--- src/rtl/path_delay_pkg.sv ---
// Shared types and default sizing for the path delay meter.
package path_delay_pkg;

   typedef enum logic [1:0] {
      IDLE    = 2'd0,
      MEASURE = 2'd1
   } state_t;

   localparam int DEF_SYNC_STAGES = 2;
   localparam int DEF_CNT_W       = 8;
   localparam int DEF_TIMEOUT     = 200;

endpackage

--- src/rtl/sync_edge_det.sv ---
// Multi-flop synchroniser plus previous-value flop; reports any transition
// of the synchronised input and its new level.
module sync_edge_det #(
   parameter int SYNC_STAGES = 2
) (
   input  logic clk,
   input  logic rst_n,
   input  logic din,
   output logic edge_pulse,
   output logic pol
);

   logic [SYNC_STAGES-1:0] sync_q;
   logic                   prev_q;

   // NOTE: every flop here is sequential state, so non-blocking assignments
   // keep the shift chain from collapsing into a single stage.
   always_ff @(posedge clk or negedge rst_n) begin
      if (!rst_n) begin
         sync_q <= '0;
         prev_q <= 1'b0;
      end else begin
         sync_q <= {sync_q[SYNC_STAGES-2:0], din};
         prev_q <= sync_q[SYNC_STAGES-1];
      end
   end

   assign pol        = sync_q[SYNC_STAGES-1];
   assign edge_pulse = pol ^ prev_q;

endmodule

--- src/rtl/path_delay_meter.sv ---
// Measures a_in -> y_in edge latency of a delay cell in clk cycles, flagging
// timeouts and y edges that no pending a edge explains.
module path_delay_meter
   import path_delay_pkg::*;
#(
   parameter int SYNC_STAGES = DEF_SYNC_STAGES,
   parameter int CNT_W       = DEF_CNT_W,
   parameter int TIMEOUT     = DEF_TIMEOUT
) (
   input  logic             clk,
   input  logic             rst_n,
   input  logic             enable,
   input  logic             a_in,
   input  logic             y_in,
   output logic             busy,
   output logic             meas_valid,
   output logic [CNT_W-1:0] meas_cycles,
   output logic             meas_rising,
   output logic             timeout,
   output logic             spurious
);

   logic       a_edge, a_pol, y_edge, y_pol;
   logic       y_match;
   logic       exp_pol;
   state_t     state;
   logic [CNT_W-1:0] cnt;

   // Identical synchroniser depth on both paths cancels out of the latency.
   sync_edge_det #(.SYNC_STAGES(SYNC_STAGES)) u_a_det (
      .clk(clk), .rst_n(rst_n), .din(a_in), .edge_pulse(a_edge), .pol(a_pol)
   );

   sync_edge_det #(.SYNC_STAGES(SYNC_STAGES)) u_y_det (
      .clk(clk), .rst_n(rst_n), .din(y_in), .edge_pulse(y_edge), .pol(y_pol)
   );

   assign y_match = y_edge && (y_pol == exp_pol);
   assign busy    = (state == MEASURE);

   always_ff @(posedge clk or negedge rst_n) begin
      if (!rst_n) begin
         state       <= IDLE;
         cnt         <= '0;
         exp_pol     <= 1'b0;
         meas_valid  <= 1'b0;
         meas_cycles <= '0;
         meas_rising <= 1'b0;
         timeout     <= 1'b0;
         spurious    <= 1'b0;
      end else begin
         // NOTE: pulses default low every cycle so each one lasts exactly one
         // clock; meas_cycles/meas_rising are deliberately not defaulted.
         meas_valid <= 1'b0;
         timeout    <= 1'b0;
         spurious   <= 1'b0;
         if (!enable) begin
            state <= IDLE;
            cnt   <= '0;
         end else begin
            case (state)
               IDLE: begin
                  if (a_edge && y_edge && (a_pol == y_pol)) begin
                     meas_valid  <= 1'b1;
                     meas_cycles <= '0;
                     meas_rising <= a_pol;
                  end else begin
                     if (y_edge) spurious <= 1'b1;
                     if (a_edge) begin
                        state   <= MEASURE;
                        cnt     <= '0;
                        exp_pol <= a_pol;
                     end
                  end
               end
               MEASURE: begin
                  if (y_match) begin
                     meas_valid  <= 1'b1;
                     meas_cycles <= cnt + CNT_W'(1);
                     meas_rising <= exp_pol;
                  end else if (y_edge) begin
                     spurious <= 1'b1;
                  end
                  // A new a edge always restarts, whether or not it also closed a measurement.
                  if (a_edge) begin
                     cnt     <= '0;
                     exp_pol <= a_pol;
                  end else if (y_match) begin
                     state <= IDLE;
                     cnt   <= '0;
                  end else if (cnt == CNT_W'(TIMEOUT - 1)) begin
                     timeout <= 1'b1;
                     state   <= IDLE;
                     cnt     <= '0;
                  end else begin
                     cnt <= cnt + CNT_W'(1);
                  end
               end
               default: begin
                  state <= IDLE;
                  cnt   <= '0;
               end
            endcase
         end
      end
   end

endmodule
--- config.mk ---
export PLATFORM = sky130hd
export DESIGN_NAME = path_delay_meter
export DESIGN_NICKNAME = d
export VERILOG_FILES = /design/src/rtl/path_delay_pkg.sv /design/src/rtl/sync_edge_det.sv /design/src/rtl/path_delay_meter.sv
export SDC_FILE = /design/constraint.sdc
export NUM_CORES = 1
export LEC_CHECK = 0
export BUFFER_PORTS_ARGS = -buffer_cell sky130_fd_sc_hd__buf_4
export CORE_ASPECT_RATIO = 0.8
export CORE_MARGIN = 4
export CORE_UTILIZATION = 45
export DETAILED_ROUTE_END_ITERATION = 8
export GPL_TIMING_DRIVEN = 0
export PLACE_DENSITY = 0.68
export RECOVER_POWER = 100
export SLEW_MARGIN = 15
export SYNTH_ARGS = -nofsm -noshare
export SYNTH_HDL_FRONTEND = slang
export SYNTH_SLANG_ARGS = --single-unit
--- constraint.sdc ---
create_clock -name clk -period 4.9 [get_ports clk]
set_clock_uncertainty 0.2 [all_clocks]
set_input_delay 0.49 -clock clk [delete_from_list [all_inputs] [get_ports clk]]
set_output_delay 0.49 -clock clk [all_outputs]
set_load 0.005 [all_outputs]
* After elaboration in Yosys (flattened, before gate mapping)
Index checks and enable logic that the tools add are counted.
Storage, ports and cells: bits in registers 29, bits in latches 0, bits in writable memories 0, ROM bits 0, word-level logic and storage cells 72, memories 0
Cells by class: add/sub/neg operators 1, multiply operators 0, divide/modulo/power cells 0, magnitude comparators 0, equality and inequality tests 11, shift operators 0, mux-type cells 37, bitwise operators 2, reductions and logical operators 9
Operators with widths (number):
- $mux 8 | 8
- $pmux 8 s2 | 2
- $mux 1 | 16
- $mux 2 | 6
- $ne 3x3->1 const B | 3
- $add 8x1->8 const B | 1
- $eq 8x8->1 const B | 1
- $pmux 1 s2 | 4
- $reduce_and 4->1 | 2
- $ne 2x2->1 const B | 2
- $ne 4x2->1 const B | 1
- $pmux 2 s2 | 1
- $logic_and 1x1->1 | 3
- $reduce_and 3->1 | 1
- $eq 1x1->1 | 2
- $eq 2x1->1 const B | 1
- $logic_not 2->1 | 1
- $ne 2x1->1 const B | 1
- $reduce_and 2->1 | 1
- $reduce_bool 2->1 | 1
- $xor 1x1->1 | 2

* Depth between registers and ports, before layout
Gate-level depths: netlist of run 1.
word-level depth 6, depth in mapped cells 6

* Modules after synthesis
From an unflattened synthesis of run 1, not the netlist that was laid out.
Unflattened totals: cells, all modules 115, area total of the unflattened synthesis 1275.0 µm²
By module, submodules not included:
- path_delay_meter | instances 1, cells each 107, area an instance 1107.3 µm², sequential area each 550.5 µm²
- sync_edge_det | instances 2, cells each 4, area an instance 83.8 µm², sequential area each 75.1 µm²

* Worst setup path before layout of run 1
Ideal clock, no wire load.
path kind register to register, start reg cnt[0], end reg cnt[0], setup time 125 ps, arrival time 1659 ps, required time 4575 ps, path slack 2916 ps, stages on the path, launching flop included 7, path buffers 1, clock period less this slack 1984 ps, cell sequence dfrtp_1 ha_1 nand4b_1 or4_4 and3_4 buf_6 mux2_2
Between the ends: cells in the longest elaborated chain, start to end 6, elaborated cells between the ends (all ways) 7, classes of those cells add/sub: 1; eq/ne: 1; mux: 5
RTL lines:
- start, declared | line path_delay_meter.sv:27 | logic [CNT_W-1:0] cnt;
- start signal, assigned | line path_delay_meter.sv:96 | cnt <= cnt + CNT_W'(1);
- $add 8x1->8 / $eq 8x8->1 (equally long branches) | line path_delay_meter.sv:96, path_delay_meter.sv:91
- $mux 8 (*) | line path_delay_meter.sv:91 | end else if (cnt == CNT_W'(TIMEOUT - 1)) begin
- $mux 8 (*) | line path_delay_meter.sv:88 | end else if (y_match) begin
- $mux 8 (*) | line path_delay_meter.sv:85 | if (a_edge) begin
- $pmux 8 s2 (*) | line path_delay_meter.sv:61 | case (state)
- $mux 8 (*) | line path_delay_meter.sv:57 | if (!enable) begin
Every way passes the cells marked *; elsewhere a longest branch is shown, timed or not. A chain may end at the register's enable or synchronous reset.

* Worst setup path in the final report of run 1
start reg u_y_det.sync_q[1], end reg meas_cycles[7]
Between the ends: cells in the longest elaborated chain, start to end 5, elaborated cells between the ends (all ways) 9, classes of those cells eq/ne: 4; bitwise: 1; reduce/logical: 4
RTL lines:
- start, declared | line sync_edge_det.sv:13 | logic [SYNC_STAGES-1:0] sync_q;
- start signal, assigned | line sync_edge_det.sv:23 | sync_q <= {sync_q[SYNC_STAGES-2:0], din};
- $xor 1x1->1 | line sync_edge_det.sv:29 | assign edge_pulse = pol ^ prev_q;
- $logic_and 1x1->1 (2 in a row) | line path_delay_meter.sv:63 | if (a_edge && y_edge && (a_pol == y_pol)) begin
- $ne 2x2->1 (no line)
- $reduce_and 4->1 (no line) (*)
- end signal, assigned | line path_delay_meter.sv:79 | meas_cycles <= cnt + CNT_W'(1);
- end, declared | line path_delay_meter.sv:17 | output logic [CNT_W-1:0] meas_cycles,
Marked as above.

==> results by group, run 1 <==
Power and ir drop
  – Leak: 0.7438 nW
  – Sw frac: 0.2235
  – Switching pwr: 0.0001102 W
  – Seq pwr share: 0.513
  – Clock power share: 0.365
  – Max VDD drop: 0.2387 mV
  – Int Pwr: 0.0003829 W
  – Cell Pwr Density: 312.6 nW/um2
  – Combinational power share: 0.121

STA
  – Max Fclk: 386.5 MHz
  – Setup TNS Final: 0 ns
  – RSZ-0062 raised after global routing: false
  – Final Setup Violations: 0
  – Slew margin rel.: 0.01890
  – Setup ws final: 2.312 ns
  – Endpoints failing hold: 0
  – Worst hold slack: 0.1379 ns
  – Worst Tran Pin Value: 1.472 ns
  – Final period util: 0.5281
  – Tmin final: 2.588 ns
  – Max-slew violations: 0

Setup path
  – Worst setup SP type: register
  – Largest delay share family, worst path: compound AO/OA/AOI/OAI gates
  – Cell count of the worst reg-to-reg path: 4
  – Worst path cell trace: nand2b_1 -> mux2_1 -> a2bb2oi_1 -> mux2_2
  – Worst path arrival time: 2.56 ns
  – CP max stage cell: a2bb2oi_1
  – Slowest stage delay, CP: 0.98 ns
  – Worst Path Buf+Inv: 0
  – Levels on crit path: 4
  – Req. time, crit path: 4.87 ns
  – Crit-path max FO: 10
  – WS Path Type: register to register
  – Critical Path End Type: register

Synthesis
  – Synth Area in Compound Gates: 0.1406
  – Async set or reset register ratio after synthesis: 1.000
  – Seq cells post-synth: 28
  – Largest family of logic cells by synthesized area: simple AND/OR/NAND/NOR gates
  – Synth Area per Inst: 11.56 um2
  – Yosys warning count: 0
  – Syn Inst Count: 117
  – Cell taking the most area after synthesis: dfrtp_1
  – Post-synth top area share: 0.5180
  – Xor-xnor portion of the synthesized cell area: 0.01943
  – Register area share after synthesis: 0.5180
  – Most common flop cell mapped by yosys: dfrtp_1
  – Top cells by area, synth: dfrtp_1, mux2_2, mux2_1
  – Synthesized Nets: 124
  – EDFF count, synth: 0
  – Netlist cell types: 37
  – Cell Area, Synth: 1353 um2
  – Post-synthesis simple-gate area fraction: 0.1647
  – Post-Synth Adder-Cell Area: 0.01850
  – Post-synthesis mux area share: 0.1055

Detailed routing
  – Vias post-DR: 971
  – 1st-pass router iterations: 4
  – Initial drt markers: 38
  – DRC: 0
  – Final wirelength: 2551 um
  – DR vias/cell: 5.486
  – WL/cell: 14.41 um
  – Final antenna-violating net count: 0

Clock tree
  – Cts bufs inserted: 3
  – CTS Root Cell: clkbuf_8
  – Postcts setup bufs: 0
  – PostCTS Resize Cnt: 0
  – Number of clock sinks: 28
  – CTS max path bufs: 2
  – Reg clk slew, reported paths: 0.09 ns
  – Cts hold-fix bufs: 1
  – CTS tree: done
  – Clock Latency Late Sink: 0.27 ns
  – H-tree lvl count: 1

Finish
  – Commonest cells after routing, fill and taps aside: dfrtp_1, clkbuf_4, nand2_1
  – Post-synthesis to final-layout area growth: 16.65%
  – Filler instances: 266
  – Commonest non-fill, non-tap cell in the layout: dfrtp_1
  – Inserted Diodes: 0
  – Nets: 147
  – Layout cells sized above 1: 0.2230

Floorplanning
  – Die width: 69.30 um
  – Rows: 17
  – Die Span Y: 57.04 um
  – Die ar.: 3952 um2
  – Boundary pin count: 18
  – Initial Util: 0.4817
  – Core ar.: 2808 um2

Outcome
  – Outcome: finished clean

Worst hold path
  – Hold depth: 1
  – Hold Crit Class: primary input to register

Global route
  – Gr usage total: 0.1385
  – First-pass GRT wire length: 4416 um
  – Number of global-route vias before repair: 963
  – Grt total ovfl: 0
  – Pin count of the biggest net entering global routing: 29
  – Initial antenna violation count: 0

Placed design
  – GP Congestion: 0.8203
  – IO buf count: 17
  – Setup WS pre-CTS: 2.822 ns
  – Post-DP HPWL: 1750 um

Flow run
  – Max-cap viol count: 0
-- layout make-up --
cell class,instances,area [um2],share of cell area
Buffer,3,18.77,0.01190
Clock buffer,3,41.29,0.02617
Clock inverter,1,30.03,0.01903
Inverter,7,26.28,0.01665
Multi-Input combinational cell,79,579.3,0.3672
Sequential cell,28,700.7,0.4441
Tap cell,38,47.55,0.03013
Timing Repair Buffer,18,133.9,0.08485
-- flip-flops by register name, summed over array words and instances, names as in the netlist --
| signal | cells |
|---|---|
| state | 1 |
| spurious | 1 |
| u_y_det.prev_q | 1 |
| meas_rising | 1 |
| u_a_det.sync_q | 2 |
| u_a_det.prev_q | 1 |
| exp_pol | 1 |
| cnt | 8 |
| timeout | 1 |
| meas_cycles | 8 |
| u_y_det.sync_q | 2 |
| meas_valid | 1 |
-- cells in the mapped netlist, drive strengths merged (2+ instances only) --
library cell	n
dfrtp	28
mux2	10
nand2	10
inv	7
nand3	5
o21ai	5
a22o	4
a21oi	3
mux2i	3
nor2	3
nor2b	3
nor3	3
a21boi	2
and2	2
clkbuf	2
ha	2
nand2b	2
nand4	2
nand4bb	2
o2111ai	2
o211ai	2
or3	2
xnor2	2
-- per-layer routing --
metal  wire, um  vias to the layer above  GRT usage  share of wire
met1       1216                      475     0.1835           0.48
met5          0                        -          0              0
met3        144                        2    0.04401          0.056
li1           -                      469          -              -
met2       1178                       25     0.2269           0.46
met4         12                        0    0.02507         0.0047
-- worst paths after layout --
| path | start | end | slack, ns |
|---|---|---|---|
| setup / recovery | u_y_det.sync_q[1] | meas_cycles[7] | 2.31 |
| hold / removal | y_in | u_y_det.sync_q[0] | 0.14 |
| setup reg to reg | u_y_det.sync_q[1] | meas_cycles[7] | 2.31 |
| hold reg to reg | u_a_det.sync_q[0] | u_a_det.sync_q[1] | 0.16 |
| max in group asynchronous | rst_n | cnt[3] | 2.75 |
| min in group asynchronous | rst_n | spurious | 0.89 |
-- kinds of logic (layout without fill, tap and decap cells) --
| kind of cell | after synthesis | after routing |
|---|---|---|
| flip-flops | 28 | 28 |
| adder cells (fa/ha/maj) | 2 | 2 |
| buffers and inverters | 10 | 32 |
| XOR/XNOR | 3 | 3 |
| AND/OR/NAND/NOR | 38 | 38 |
| multiplexers | 13 | 13 |
| AO/OA/AOI/OAI | 23 | 23 |
-- power by group through the flow --
stage	registers (W)	logic (W)	clock network, W
final	0.000253	0.0000598	0.000180
after global routing	0.000256	0.0000669	0.000195
after CTS	0.000254	0.0000662	0.000186
after detailed placement	0.000258	0.0000649	0
after global placement	0.000257	0.0000645	0
after floorplan	0.000258	0.0000346	0
-- through the flow --
stage | cell area, um2 | cells | utilization | total power [W]
after global placement | 1528 | 172 | 0.5441 | 0.0003217
after floorplan | 1353 | 117 | - | 0.0002922
final | 1578 | 177 | 0.5619 | 0.0004932
after global routing | 1578 | 177 | 0.5619 | 0.0005181
after CTS | 1609 | 177 | 0.5731 | 0.0005058
after detailed placement | 1528 | 172 | 0.5441 | 0.0003229
-- worst register-to-register path: stages, from the launching register on --
cell and delay, ns:
dfrtp_1 0.43, nand2b_1 0.16, mux2_1 0.29, a2bb2oi_1 0.98, mux2_2 0.43
Power figures use the tool's default switching activity.
==> run 2: changes to the inputs <==
- PLACE_DENSITY: 0.68 -> 0.7
- clock period: 4.9 -> 2.1 ns (I/O delays scaled with it)
==> results by group, run 2 (synthesized netlist as in run 1, its figures left out) <==
Finish
  – Inserted Diodes: 0 (unchanged)
  – Final Non-Filler Cells: 182 (+2.8%)
  – Area of the multi-input gates: 609.3 um2 (+5.2%)
  – Commonest cells after routing, fill and taps aside: dfrtp_1, clkbuf_4, nand2_1
  – FF/Latch Area: 700.7 um2 (unchanged)
  – Post-synthesis to final-layout area growth: 21.83%
  – Layout cells sized above 1: 0.2778 (+0.05476)
  – Filler instances: 246 (-7.5%)
  – Nets: 152 (+3.4%)
  – Top Registers: cnt (8), meas_cycles (8)
  – Commonest non-fill, non-tap cell in the layout: dfrtp_1

Floorplanning
  – Die ar.: 3952 um2 (unchanged)
  – Initial Util: 0.4817 (unchanged)
  – Die Span Y: 57.04 um (unchanged)
  – Core ar.: 2808 um2 (unchanged)
  – Die width: 69.30 um (unchanged)
  – Rows: 17 (unchanged)
  – Boundary pin count: 18 (unchanged)

Setup path
  – Critical Path End Type: register
  – Worst path cell trace: ha_2 -> nand4b_1 -> or4_4 -> and3_4 -> a32o_2
  – Worst path arrival time: 2.03 ns (-0.53 ns)
  – WS Path Type: register to register
  – CP max stage cell: or4_4
  – Slowest stage delay, CP: 0.54 ns (-0.44 ns)
  – Req. time, crit path: 2.07 ns (-2.80 ns)
  – Worst Path Buf+Inv: 0 (unchanged)
  – Worst setup SP type: register
  – Crit-path max FO: 6 (-4)
  – Largest delay share family, worst path: simple AND/OR/NAND/NOR gates

Placed design
  – GP Congestion: 0.7991 (-2.6%)
  – Setup WS pre-CTS: -0.002029 ns (-2.824 ns)
  – Post-DP HPWL: 1808 um (+3.3%)
  – DP Cell Count: 172 (unchanged)
  – IO buf count: 17 (unchanged)

STA
  – Max-slew violations: 0 (unchanged)
  – Setup TNS Final: 0 ns (unchanged)
  – Final Setup Violations: 0 (unchanged)
  – Endpoints failing hold: 0 (unchanged)
  – RSZ-0062 raised after global routing: true
  – Slew margin rel.: 0.5448 (+0.5259)
  – Worst Tran Pin Value: 0.6829 ns (-0.7888 ns)
  – Tmin final: 2.056 ns (-0.5314 ns)
  – Max Fclk: 486.3 MHz (+26%)
  – Final period util: 0.9791 (+0.4511)
  – Worst hold slack: 0.05282 ns (-0.08504 ns)
  – Setup ws final: 0.04383 ns (-2.269 ns)

Detailed routing
  – WL/cell: 14.51 um (+0.68%)
  – 1st-pass router iterations: 4 (unchanged)
  – Vias post-DR: 1003 (+3.3%)
  – Initial drt markers: 37 (-2.6%)
  – Final wirelength: 2641 um (+3.5%)
  – DRC: 0 (unchanged)
  – Final antenna-violating net count: 0 (unchanged)
  – DR vias/cell: 5.511 (+0.46%)

Flow run
  – Max-cap viol count: 0 (unchanged)

Power and ir drop
  – Clock power share: 0.359 (-0.006)
  – Switching pwr: 0.0002610 W (+140%)
  – Max VDD drop: 0.3816 mV (+60%)
  – Cell Pwr Density: 705.5 nW/um2 (+130%)
  – Sw frac: 0.2245 (+0.0009387)
  – Int Pwr: 0.0009016 W (+140%)
  – Combinational power share: 0.133 (+0.012)
  – Seq pwr share: 0.508 (-0.005)
  – Leak: 0.7747 nW (+4.2%)

Clock tree
  – Reg clk slew, reported paths: 0.09 ns (about the same)
  – Cts bufs inserted: 3 (unchanged)
  – CTS max path bufs: 2 (unchanged)
  – H-tree lvl count: 1 (unchanged)
  – CTS Root Cell: clkbuf_8
  – CTS tree: done
  – Number of clock sinks: 28 (unchanged)
  – Clock Latency Late Sink: 0.27 ns (about the same)

Global route
  – Pin count of the biggest net entering global routing: 29 (unchanged)
  – First-pass GRT wire length: 4485 um (+1.6%)
  – Grt total ovfl: 0 (unchanged)
  – Number of global-route vias before repair: 1008 (+4.7%)
  – Initial antenna violation count: 0 (unchanged)
  – Gr usage total: 0.1412 (+0.002755)

Worst hold path
  – Hold Crit Class: primary input to register

Outcome
  – Outcome: finished clean
## run 2: area by class of cell
| type | instances | area share |
|---|---|---|
| Sequential cell | 28 | 0.4252 |
| Multi-Input combinational cell | 79 | 0.3698 |
| Tap cell | 38 | 0.02885 |
| Timing Repair Buffer | 24 | 0.1124 |
| Clock buffer | 3 | 0.02506 |
| Clock inverter | 1 | 0.01822 |
| Inverter | 7 | 0.01595 |
| Buffer | 2 | 0.004556 |
## run 2: what timing repair did
| item | CTS | global route |
|---|---|---|
| endpoints found under the setup margin | 2 | 3 |
| buffers inserted | 1 | 3 |
| pin swaps | 0 | 2 |
| hold buffers | 3 | 0 |
| gates cloned | 0 | 0 |
| endpoints found under the hold margin | 30 | 0 |
| resized for setup | 0 | 1 |
## run 2: worst paths after layout
check	endpoint	depth (start not counted)	slack, ns	start
max	cnt[1]	5	0.04	cnt[1]
min	exp_pol	3	0.05	enable
max reg2reg	cnt[1]	5	0.04	cnt[1]
min reg2reg	u_a_det.sync_q[1]	0	0.15	u_a_det.sync_q[0]
max in group asynchronous	meas_cycles[7]	2	0.97	rst_n
min in group asynchronous	u_y_det.sync_q[0]	2	0.30	rst_n
## run 2: routing by layer
layer	GRT usage	part of all wire	vias to the layer above
met4	0.03343	0.0072	0
met2	0.2459	0.48	26
met5	0	0	-
met3	0.04577	0.050	4
li1	-	-	478
met1	0.1717	0.46	495
## run 2: power groups by stage
| stage | Clock (W) | Combinational [W] | Sequential [W] |
|---|---|---|---|
| floorplan | 0 | 0.0000807 | 0.000601 |
| global placement | 0 | 0.000150 | 0.000601 |
| detailed placement | 0 | 0.000154 | 0.000603 |
| CTS | 0.000430 | 0.000162 | 0.000591 |
| global route | 0.000453 | 0.000173 | 0.000597 |
| finish | 0.000418 | 0.000155 | 0.000590 |
## run 2: tightest hold or removal path: cells and delay by family
kind                   cells  cell delay, ns
buffers and inverters      1            0.09
AO/OA/AOI/OAI              1            0.11
AND/OR/NAND/NOR            1            0.09
## run 2: metrics by stage
| stage | total power, W | area (um2) | utilization |
|---|---|---|---|
| 6_report | 0.001163 | 1648 | 0.5869 |
| 2_1_floorplan | 0.0006818 | 1353 | - |
| 4_1_cts | 0.001184 | 1637 | 0.5829 |
| 3_3_place_gp | 0.0007506 | 1528 | 0.5441 |
| 3_5_place_dp | 0.0007577 | 1528 | 0.5441 |
| 5_1_grt | 0.001222 | 1648 | 0.5869 |
==> run 3: changes to the inputs <==
- ABC_AREA: unset -> 1
==> results by group, run 3 <==
Setup path
  – Internal reg-to-reg setup slack: 0.33 ns (+0.29 ns)
  – Reg-to-Reg Start: cnt[0]
  – Worst setup SP type: register
  – Worst Setup SP: cnt[0]
  – Worst path cell trace: ha_1 -> nand2_1 -> nor2_1 -> nand2_1 -> nand2_1 -> nor2_1 -> nand3_1 -> nand2_1
  – CP most frequent cell: nand2_1
  – CP endpoint: cnt[3]
  – WS Path Type: register to register
  – Crit-path max FO: 5 (-1)
  – Levels on crit path: 8 (+3)
  – Slowest stage delay, CP: 0.44 ns (-0.10 ns)
  – Largest delay share family, worst path: simple AND/OR/NAND/NOR gates
  – Cell count of the worst reg-to-reg path: 8 (+3)
  – RR Endpoint: cnt[3]
  – CP max stage cell: dfrtp_1
  – Worst Path Buf+Inv: 0 (unchanged)
  – Worst path arrival time: 1.79 ns (-0.24 ns)
  – Req. time, crit path: 2.12 ns (+0.05 ns)
  – Critical Path End Type: register

Placed design
  – IO buf count: 16 (-1)
  – Post-DP HPWL: 2253 um (+25%)
  – GP Congestion: 0.9201 (+15%)

Clock tree
  – CTS Root Cell: clkbuf_8
  – Number of clock sinks: 28 (unchanged)
  – Cts bufs inserted: 3 (unchanged)
  – Postcts setup bufs: 0 (-1)
  – CTS tree: done
  – Reg clk slew, reported paths: 0.10 ns (about the same)
  – Cts hold-fix bufs: 3 (unchanged)
  – Clock Latency Late Sink: 0.28 ns (about the same)
  – PostCTS Resize Cnt: 0 (unchanged)
  – CTS max path bufs: 2 (unchanged)
  – H-tree lvl count: 1 (unchanged)

Outcome
  – Outcome: finished clean

Floorplanning
  – Die Span Y: 59.02 um (+3.5%)
  – Die width: 71.77 um (+3.6%)
  – Die ar.: 4236 um2 (+7.2%)
  – Initial Util: 0.4710 (-0.01071)
  – Core ar.: 3108 um2 (+11%)
  – Rows: 18 (+1)
  – Boundary pin count: 18 (unchanged)

Detailed routing
  – 1st-pass router iterations: 4 (unchanged)
  – WL/cell: 12.19 um (-16%)
  – Vias post-DR: 1218 (+21%)
  – DR vias/cell: 5.075 (-7.9%)
  – Final wirelength: 2926 um (+11%)
  – Initial drt markers: 92 (+150%)
  – DRC: 0 (unchanged)
  – Final antenna-violating net count: 0 (unchanged)

Finish
  – Post-synthesis to final-layout area growth: 17.01%
  – Top Registers: cnt (8), meas_cycles (8)
  – Filler instances: 297 (+21%)
  – Nets: 208 (+37%)
  – Area of the multi-input gates: 660.6 um2 (+8.4%)
  – Inserted Diodes: 0 (unchanged)
  – Commonest non-fill, non-tap cell in the layout: nand2_1
  – Layout cells sized above 1: 0.1800 (-0.09778)
  – FF/Latch Area: 700.7 um2 (unchanged)
  – Commonest cells after routing, fill and taps aside: nand2_1, nand3_1, dfrtp_1

Power and ir drop
  – Total chip power: 0.001251 W (+7.6%)
  – Leak: 0.8871 nW (+15%)
  – Cell Pwr Density: 730.1 nW/um2 (+3.5%)
  – Max VDD drop: 0.4614 mV (+21%)

Synthesis
  – Post-synth top cells: nand2_1, nand3_1, dfrtp_1, nor2_1, inv_1
  – Top cells by area, synth: dfrtp_1, nand2_1, nand3_1
  – Cell taking the most area after synthesis: dfrtp_1
  – Async set or reset register ratio after synthesis: 1.000 (unchanged)
  – Seq cells post-synth: 28 (unchanged)
  – Most frequent cell after synthesis: nand2_1
  – Syn Inst Count: 177 (+51%)
  – Most common flop cell mapped by yosys: dfrtp_1
  – EDFF count, synth: 0 (unchanged)
  – Synthesized Nets: 184 (+48%)
  – Yosys warning count: 0 (unchanged)
  – Cell Area, Synth: 1464 um2 (+8.2%)
  – Netlist cell types: 24 (-35%)
  – Register area share after synthesis: 0.4786 (-0.03941)
  – Synth Area per Inst: 8.271 um2 (-28%)
  – Post-synth top area share: 0.4786 (-0.03941)

STA
  – Max Fclk: 565.7 MHz (+16%)
  – Tmin final: 1.768 ns (-0.2885 ns)
  – RSZ-0062 raised after global routing: false
  – Endpoints failing hold: 0 (unchanged)
  – Final period util: 0.8417 (-0.1374)
  – Slew margin rel.: 0.5428 (-0.001964)
  – Worst Tran Pin Value: 0.6858 ns (+0.002947 ns)
  – Setup TNS Final: 0 ns (unchanged)
  – Max-slew violations: 0 (unchanged)
  – Final Setup Violations: 0 (unchanged)

Global route
  – Grt total ovfl: 0 (unchanged)
  – First-pass GRT wire length: 5126 um (+14%)
  – Initial antenna violation count: 0 (unchanged)
  – Pin count of the biggest net entering global routing: 29 (unchanged)
  – Gr usage total: 0.1560 (+0.01481)
  – Number of global-route vias before repair: 1152 (+14%)

Flow run
  – Max-cap viol count: 0 (unchanged)

Worst hold path
  – Hold Crit Class: primary input to register
## run 3: cell types whose count changed in the layout (fill, tap and decap cells not counted), sizes merged, moves of 4 or more
cell	delta
nand2	+50
nand3	+28
nor2	+17
mux2	-10
inv	+9
a22o	-4
## run 3: worst min-delay path by stage
stage	slack, ns	startpoint	depth (start not counted)	to
finish	0.04	enable	3	spurious
global route	0.06	enable	3	spurious
CTS	0.04	enable	3	spurious
detailed placement	-0.05	rst_n	1	u_y_det.sync_q[0]
global placement	-0.05	rst_n	1	u_y_det.sync_q[0]
floorplan	-0.29	rst_n	0	cnt[0]
## run 3: worst reg2reg max path, delay by kind of cell, from the launching register on
kind	cells	cell delay [ns]
and+or+nand+nor	7	0.85
adders and majority gates	1	0.23
DFF	1	0.44
## run 3: power breakdown
group	switching [W]	internal (W)	total, W
clock	0.000168	0.000256	0.000423
combinational	0.000131	0.0000867	0.000218
sequential	0.0000341	0.000575	0.000609
## run 3: layout make-up
class / count / area share
flip-flops and latches: 28 / 0.4091
plain buffers: 3 / 0.01753
clock buffers: 3 / 0.02411
well taps: 40 / 0.02922
repair buffers: 19 / 0.08181
clock inverters: 1 / 0.01753
multi-input cells: 130 / 0.3857
inverters: 16 / 0.03506
## run 3: per-layer routing
layer,global-route usage,part of all wire
met1,0.2050,0.47
met2,0.2592,0.46
met3,0.04237,0.060
met4,0.03753,0.0082
met5,0,0
## run 3: kinds of logic after synthesis
kind of cell	after synthesis	share of synthesized area
XOR/XNOR	1	0.005984
AND/OR/NAND/NOR	117	0.3897
adder cells (fa/ha/maj)	2	0.01709
buffers and inverters	19	0.06153
AO/OA/AOI/OAI	10	0.04700
flip-flops	28	0.4786
## run 3: metrics by stage
stage | worst slack (ns) | instance area, um2 | hold WS, ns | cells | utilization
floorplan | 0.6913 | 1464 | -0.2856 | 177 | -
global placement | 0.5548 | 1634 | -0.05478 | 233 | 0.5258
detailed placement | 0.5027 | 1634 | -0.05422 | 233 | 0.5258
CTS | 0.4865 | 1735 | 0.03689 | 240 | 0.5584
global route | 0.2058 | 1713 | 0.05803 | 240 | 0.5511
finish | 0.3323 | 1713 | 0.03745 | 240 | 0.5511
